===== src/rtl/life_manager.sv =====
// Player-health controller: hazard damage, post-hit invulnerability with blink,
// heal pickups, fall-out death and a timed DYING -> OVER sequence.
module life_manager #(
    parameter int unsigned LIFE_W      = 4,
    parameter int unsigned MAX_LIFE    = 5,
    parameter int unsigned N_HAZARD    = 3,
    parameter int unsigned CD_W        = 27,
    parameter int unsigned COOLDOWN    = 100000000,
    parameter int unsigned DEATH_DELAY = 50000000,
    parameter int unsigned BLINK_BIT   = 22,
    parameter int unsigned Y_W         = 10,
    parameter int unsigned V_H         = 480
) (
    input  logic                         clk,
    input  logic                         reset_n,
    input  logic                         restart_sw,
    input  logic [3:0]                   stage,
    input  logic [Y_W-1:0]               chara_y,
    input  logic                         chara_hit,
    input  logic [N_HAZARD-1:0]          hazard_hit,
    input  logic [N_HAZARD*LIFE_W-1:0]   hazard_dmg,
    input  logic                         heal_pulse,
    output logic [LIFE_W-1:0]            life,
    output logic [1:0]                   state,
    output logic                         gameover,
    output logic                         invuln,
    output logic                         visible,
    output logic                         hit_pulse
);

    typedef enum logic [1:0] {
        ALIVE  = 2'd0,
        INVULN = 2'd1,
        DYING  = 2'd2,
        OVER   = 2'd3
    } state_t;

    localparam logic [LIFE_W-1:0] LIFE_FULL = LIFE_W'(MAX_LIFE);
    localparam logic [CD_W-1:0]   CD_LOAD   = CD_W'(COOLDOWN - 1);
    localparam logic [CD_W-1:0]   DD_LOAD   = CD_W'(DEATH_DELAY - 1);
    localparam logic [Y_W-1:0]    FALL_Y    = Y_W'(V_H);

    state_t              cur;
    state_t              cur_n;
    logic [LIFE_W-1:0]   life_q;
    logic [LIFE_W-1:0]   life_n;
    logic [CD_W-1:0]     counter;
    logic [CD_W-1:0]     counter_n;
    logic                pulse_n;
    logic [3:0]          prev_stage;
    logic                prev_sw;

    logic                restart;
    logic [LIFE_W-1:0]   dmg;
    logic                hit_valid;
    logic                fall;
    logic [LIFE_W-1:0]   life_dec;
    logic [LIFE_W-1:0]   life_inc;

    assign restart = ~reset_n | (stage != prev_stage) | (restart_sw & ~prev_sw);

    // Overlapping hazards take the worst single damage, never the sum.
    always_comb begin
        dmg = '0;
        for (int unsigned i = 0; i < N_HAZARD; i++) begin
            if (hazard_hit[i] && (hazard_dmg[i*LIFE_W +: LIFE_W] > dmg))
                dmg = hazard_dmg[i*LIFE_W +: LIFE_W];
        end
    end

    assign hit_valid = chara_hit && (dmg != '0);
    assign fall      = (chara_y >= FALL_Y);
    assign life_dec  = (life_q > dmg) ? (life_q - dmg) : '0;
    assign life_inc  = (life_q >= LIFE_FULL) ? LIFE_FULL : (life_q + 1'b1);

    always_comb begin
        cur_n     = cur;
        life_n    = life_q;
        counter_n = counter;
        pulse_n   = 1'b0;
        case (cur)
            ALIVE: begin
                if (fall) begin
                    life_n    = '0;
                    cur_n     = DYING;
                    counter_n = DD_LOAD;
                end else if (hit_valid) begin
                    life_n  = life_dec;
                    pulse_n = 1'b1;
                    if (life_dec == '0) begin
                        cur_n     = DYING;
                        counter_n = DD_LOAD;
                    end else begin
                        cur_n     = INVULN;
                        counter_n = CD_LOAD;
                    end
                end else if (heal_pulse) begin
                    life_n = life_inc;
                end
            end
            INVULN: begin
                if (fall) begin
                    life_n    = '0;
                    cur_n     = DYING;
                    counter_n = DD_LOAD;
                end else begin
                    if (heal_pulse)
                        life_n = life_inc;
                    if (counter == '0) begin
                        cur_n     = ALIVE;
                        counter_n = '0;
                    end else begin
                        counter_n = counter - 1'b1;
                    end
                end
            end
            DYING: begin
                life_n = '0;
                if (counter == '0) begin
                    cur_n     = OVER;
                    counter_n = '0;
                end else begin
                    counter_n = counter - 1'b1;
                end
            end
            default: begin
                life_n = '0;
            end
        endcase
        if (restart) begin
            cur_n     = ALIVE;
            life_n    = LIFE_FULL;
            counter_n = '0;
            pulse_n   = 1'b0;
        end
    end

    // Flags are derived from next-state values so they line up with state/life.
    always_ff @(posedge clk) begin
        prev_stage <= stage;
        prev_sw    <= restart_sw;
        cur        <= cur_n;
        life_q     <= life_n;
        counter    <= counter_n;
        hit_pulse  <= pulse_n;
        invuln     <= (cur_n == INVULN);
        gameover   <= (cur_n == OVER);
        visible    <= (cur_n != INVULN) | counter_n[BLINK_BIT];
    end

    assign life  = life_q;
    assign state = cur;

endmodule


===== config.mk =====
export PLATFORM = sky130hd
export DESIGN_NAME = life_manager
export DESIGN_NICKNAME = d
export VERILOG_FILES = /design/src/rtl/life_manager.sv
export SDC_FILE = /design/constraint.sdc
export NUM_CORES = 1
export LEC_CHECK = 0
export CAP_MARGIN = 20
export CORE_ASPECT_RATIO = 0.6
export CORE_MARGIN = 2
export CORE_UTILIZATION = 40
export DETAILED_ROUTE_END_ITERATION = 12
export SYNTH_ARGS = -nofsm -noshare
export SYNTH_HDL_FRONTEND = slang
export SYNTH_SLANG_ARGS = --single-unit

===== constraint.sdc =====
create_clock -name clk -period 12.1 [get_ports clk]
set_input_delay 1.21 -clock clk [delete_from_list [all_inputs] [get_ports clk]]
set_output_delay 1.21 -clock clk [all_outputs]
set_load 0.02 [all_outputs]

Word level (Yosys, flattened, before mapping)
Index checks and enable logic that the tools add are counted.
{"block": "op_classes", "muxes": 26, "reduce_logical": 11, "n_eq_ne": 7, "addsub": 3, "bitwise_logic": 7, "magnitude_cmp": 6}
{"operator": "$mux W27", "n": 5}
{"operator": "$pmux W27 S3", "n": 1}
{"operator": "$mux W4", "n": 9}
{"operator": "$logic_not A27 Y1", "n": 1}
{"operator": "$sub A27 B1 Y27 const B", "n": 1}
{"operator": "$mux W23", "n": 1}
{"operator": "$mux W2", "n": 7}
{"operator": "$gt A4 B4 Y1", "n": 3}
{"operator": "$ge A10 B9 Y1 const B", "n": 1}
{"operator": "$pmux W4 S2", "n": 1}
{"operator": "$pmux W2 S3", "n": 1}
{"operator": "$add A4 B1 Y4 const B", "n": 1}
{"operator": "$eq A2 B1 Y1 const B", "n": 2}
{"operator": "$eq A2 B2 Y1 const B", "n": 2}
{"operator": "$ge A4 B3 Y1 const B", "n": 1}
{"operator": "$gt A4 B1 Y1 const B", "n": 1}
{"operator": "$logic_and A1 B1 Y1", "n": 4}
{"operator": "$logic_not A4 Y1", "n": 1}
{"operator": "$ne A4 B4 Y1", "n": 1}
{"operator": "$reduce_bool A4 Y1", "n": 1}
{"operator": "$sub A4 B4 Y4", "n": 1}
{"operator": "$ne A3 B3 Y1 const B", "n": 1}
{"operator": "$not A1 Y1", "n": 3}
{"operator": "$or A1 B1 Y1", "n": 3}
{"operator": "other kinds (7)", "n": 7}
{"block": "totals", "out_inout_bits": 10, "in_bits": 34, "register_bits": 42}

Depth between registers and ports, before layout
{"block": "logic_depth", "ltp_word": 19, "ltp_mapped": 25, "mapped_depth_nobuf": 25}

Worst setup path before layout
Ideal clock, no wire load.
{"block": "synth_path", "kind": "input to register", "startpoint": "input port hazard_hit[0]", "endpoint": "register counter[19]", "setup_ps": 137, "cell_stages": 22, "t_required_ps": 11963, "slack_ps": 6622, "t_arrival_ps": 5341, "cell_sequence": "nand2_1 ha_1 nor2b_1 o211ai_2 a21oi_1 o21ai_0 ha_1 nor2b_1 nor2_1 a2111oi_0 a211oi_2 a31o_2 mux2_2 ha_1 inv_1 ha_1 or3_1 a22oi_1 a211oi_1 o311ai_1 a21oi_1 o221ai_1"}
{"block": "synth_between", "elab_chain_cells": 15, "elab_cells_between_ends": 20}
{"element": "from (decl)", "line_no": "20", "text": "input logic [N_HAZARD-1:0] hazard_hit,"}
{"element": "$logic_and A1 B1 Y1 *", "line_no": "66", "text": "if (hazard_hit[i] && (hazard_dmg[i*LIFE_W +: LIFE_W] > dmg))"}
{"element": "$mux W4 *", "line_no": "66"}
{"element": "$gt A4 B4 Y1", "line_no": "66"}
{"element": "$logic_and A1 B1 Y1", "line_no": "66"}
{"element": "$mux W4 *", "line_no": "66"}
{"element": "$gt A4 B4 Y1", "line_no": "66"}
{"element": "$logic_and A1 B1 Y1", "line_no": "66"}
{"element": "$mux W4 *", "line_no": "66"}
{"element": "$sub A4 B4 Y4 or $gt A4 B4 Y1 (tied branches)", "line_no": "73", "text": "assign life_dec = (life_q > dmg) ? (life_q - dmg) : '0;"}
{"element": "$mux W4", "line_no": "73"}
{"element": "$logic_not A4 Y1", "line_no": "90", "text": "if (life_dec == '0) begin"}
{"element": "$mux W27", "line_no": "90"}
{"element": "$mux W27", "line_no": "87", "text": "end else if (hit_valid) begin"}
{"element": "$mux W27", "line_no": "83", "text": "if (fall) begin"}
{"element": "$pmux W27 S3", "line_no": "81", "text": "case (cur)"}
{"element": "to (signal assigned)", "line_no": "144", "text": "counter <= counter_n;"}
{"element": "to (decl)", "line_no": "47", "text": "logic [CD_W-1:0] counter;"}
Every way passes the cells marked *; elsewhere a longest branch is shown, timed or not. The select of a mux whose other input is x is not followed.
A chain may end at the register's enable or synchronous reset.

Final worst setup path
{"block": "layout_path", "startpoint": "input port hazard_hit[0]", "endpoint": "register counter[24]"}
Same word-level chain as after synthesis.

==> reports/metrics.cfg <==
[floorplan]
start_util_pct = 42.2
die-area_um2 = 7910
core_region_area_um2 = 6820
num_rows = 23
die_w_um = 114
io_pins = 44
die_y_um = 69.7

[place]
gp_congestion = 0.845
dp_hpwl_mm = 5.78
port_buffers = 38

[critical_path]
worstPathRequired_ns = 12.23
worst-r2r-cell-count = 12
cp_num_buf_inv = 1
cpMostUsedCell = ha_1
crit_path_max_incr_delay_ns = 0.63
arrival_ns = 6.96
path_cells = clkdlybuf4s50_1 -> nand2_1 -> ha_1 -> a21oi_1 -> a21oi_1 -> o21ai_0 -> ha_1 -> nor2b_1 -> a2111oi_2 -> a2111oi_0 -> a211oi_2 -> mux2i_1 -> xnor2_1 -> ha_1 -> or3_1 -> a22oi_1 -> a211oi_1 -> and2_1 -> o211ai_1 -> a31oi_1
crit_slowest_cell = mux2i_1
worst_setup_path_start_kind = primary input
rrSetupSlack_ns = 8.26
critPathTopFamily = compound AO/OA/AOI/OAI gates
rr_startpoint = counter[0]
critPathCaptureType = flip-flop
cp_max_fo = 6
path_class = primary input to flip-flop
r2r_end = counter[5]

[min_path]
hold_end = counter[1]
hold_start = counter[1]
min_path_type = flip-flop to flip-flop
holdPathStages = 2

[cts]
cts_hold_buf = 0
numClockSinks = 42
cts_setup_buffers = 0
numCtsBuffers = 5
cts_tree = built
clkTransAtPathRegs_ns = 0.06
clk_path_buf_depth = 2
cts-root-buf = clkbuf_16
cts_max_level = 2
cts_resized = 0
clk_latency_ns = 0.29

[sta]
fin_crit_ns = 6.83
tightest_slew_ns = 0.932
finalSetupViolations = 0
max_freq_mhz = 146
hold_viol = 0
slew_violations = 0
fin_crit_sh_pct = 56.4
fin_skew_ns = 0.00900
setup_tns_ns = 0
rsz0062_at_grt = no
slew_headroom_pct = 37.7

[routing]
wl_per_cell_um = 15.6
via_per_inst = 5.71
dr.first_iter.drc_count = 228
via_count = 2819
antenna_left = 0
route.detailed.drc = 0
drt_wl_total_mm = 7.68
drtPass1Iterations = 4

[logic_synthesis]
synth_top_area_cell = dfxtp_1
netlist_instances = 374
synth_area_per_cell_um2 = 7.70
synthArstFlopShare_pct = 0
synth_warnings = 0
yosys-top-cells-count = 42 x dfxtp_1, 38 x a21oi_1, 38 x nor2_1
synth_cell_type_count = 61
ys_seq_area_share_pct = 29.2
synth-edff-count = 0
yosys.area.top_type_share_pct = 29.2
synthTopCellsByArea = dfxtp_1 29%, a21oi_1 6.6%, ha_1 5.6%
synth-seq-cells = 42
synthFlopType = dfxtp_1
synth_area_um2 = 2880
synth_most_common_cell = dfxtp_1
syn-num-nets = 421

[grt]
overflow = 0
grt_pass1_vias = 2545
grt_pass1_wl_mm = 12.9
grt_usage_pct = 20.1
grt_max_degree = 33
antenna_found_initial = 0

[outcome]
status = complete, no violations

[power_and_ir_drop]
powerDensity_nw_per_um2 = 117
p_leak_nw = 1.37
peakVddDrop_mv = 0.0453

[final_layout]
drive_gt1_share_pct = 7.13
area_growth_pct = 21.3
num-fill-cells = 663
finish.utilization_pct = 51.2
finalNetCount = 453
n_antenna_cell = 0

[run]
cap_viol_max_count = 0

[area by class of cell]
cell class                 count  area (um^2)  share of cell area (%)
multi-input combinational    298         1910                    54.7
sequential                    42          841                    24.1
timing repair buffer          40          395                    11.3
clock buffer                   6          129                    3.69
tap                           87          109                    3.12
inverter                      19         71.3                    2.04
clock inverter                 2         37.5                    1.07
[cell families (layout without fill, tap and decap cells)]
kind of cell    count (synthesis)  after routing  share of synthesized area, %
compound gates                121            121                          27.6
fa+ha+maj                      13             13                          5.65
mux                             5              5                          1.78
xor+xnor                       14             14                          4.26
simple gates                  145            145                          26.9
flops                          42             42                          29.2
buf+inv                        34             67                          4.65
[state kept, by name, summed over array words and instances, names as in the netlist]
name and count:
gameover 1, invuln 1, state 2, visible 1, prev_stage 4, hit_pulse 1
counter 27, life 4, prev_sw 1
[metrics by stage]
stage	std cells	setup slack, ns	cell area (um^2)	hold WS [ns]	total power, mW
floorplan	374	6.62	2880	0.441	0.226
global placement	486	5.18	3330	0.457	0.256
detailed placement	486	5.12	3330	0.461	0.258
CTS	494	5.37	3490	0.468	0.412
global route	494	4.90	3490	0.508	0.433
finish	494	5.27	3490	0.465	0.409
[layout by cell type (no fill, tap or decap), types with 3 or more instances in the layout]
cell,n
nor2_1,38
nand2_1,25
or2_2,4
a21oi_1,38
o211ai_1,5
clkbuf_16,5
xor2_1,7
o21ai_0,21
clkdlybuf4s50_1,38
or3_4,3
nand2b_1,4
or3_1,17
nor3_1,18
nand3_1,5
nand4_1,4
or4_1,5
ha_1,13
xnor2_1,7
a31oi_1,15
nor2b_1,4
and2_1,6
a21o_1,8
mux2i_1,4
dfxtp_1,42
inv_1,19
a211oi_1,6
[layer usage]
layer / vias up / wire, um / track usage, % / share of wire [%]
met5: - / 0 / 0 / 0
met2: 53 / 2930 / 25.5 / 38
met1: 1307 / 4310 / 32.9 / 56
li1: 1453 / - / - / -
met4: 0 / 46 / 3.12 / 0.60
met3: 6 / 395 / 5.68 / 5.1
[worst reg2reg max path: cells and delay by family (launching register included)]
| kind | cells | cell delay (ns) |
|---|---|---|
| buf+inv | 1 | 0.06 |
| compound gates | 2 | 0.26 |
| fa+ha+maj | 1 | 0.17 |
| flops | 1 | 0.34 |
| simple gates | 8 | 2.86 |
[how the worst max path moves through the flow]
stage,from,endpoint,slack [ns],cells past startpoint
3_3_place_gp,hazard_hit[0],counter[24],5.18,22
4_1_cts,hazard_hit[0],counter[19],5.37,22
5_1_grt,hazard_hit[0],counter[24],4.90,25
2_1_floorplan,hazard_hit[0],counter[19],6.62,22
6_report,hazard_hit[0],counter[24],5.27,20
3_5_place_dp,hazard_hit[0],counter[19],5.12,25
[where the power goes]
| group | internal, mW | switching, mW |
|---|---|---|
| clock | 0.0974 | 0.0548 |
| sequential | 0.141 | 0.00254 |
| combinational | 0.0462 | 0.0673 |
Note: power is estimated with default switching activity, not from simulation.
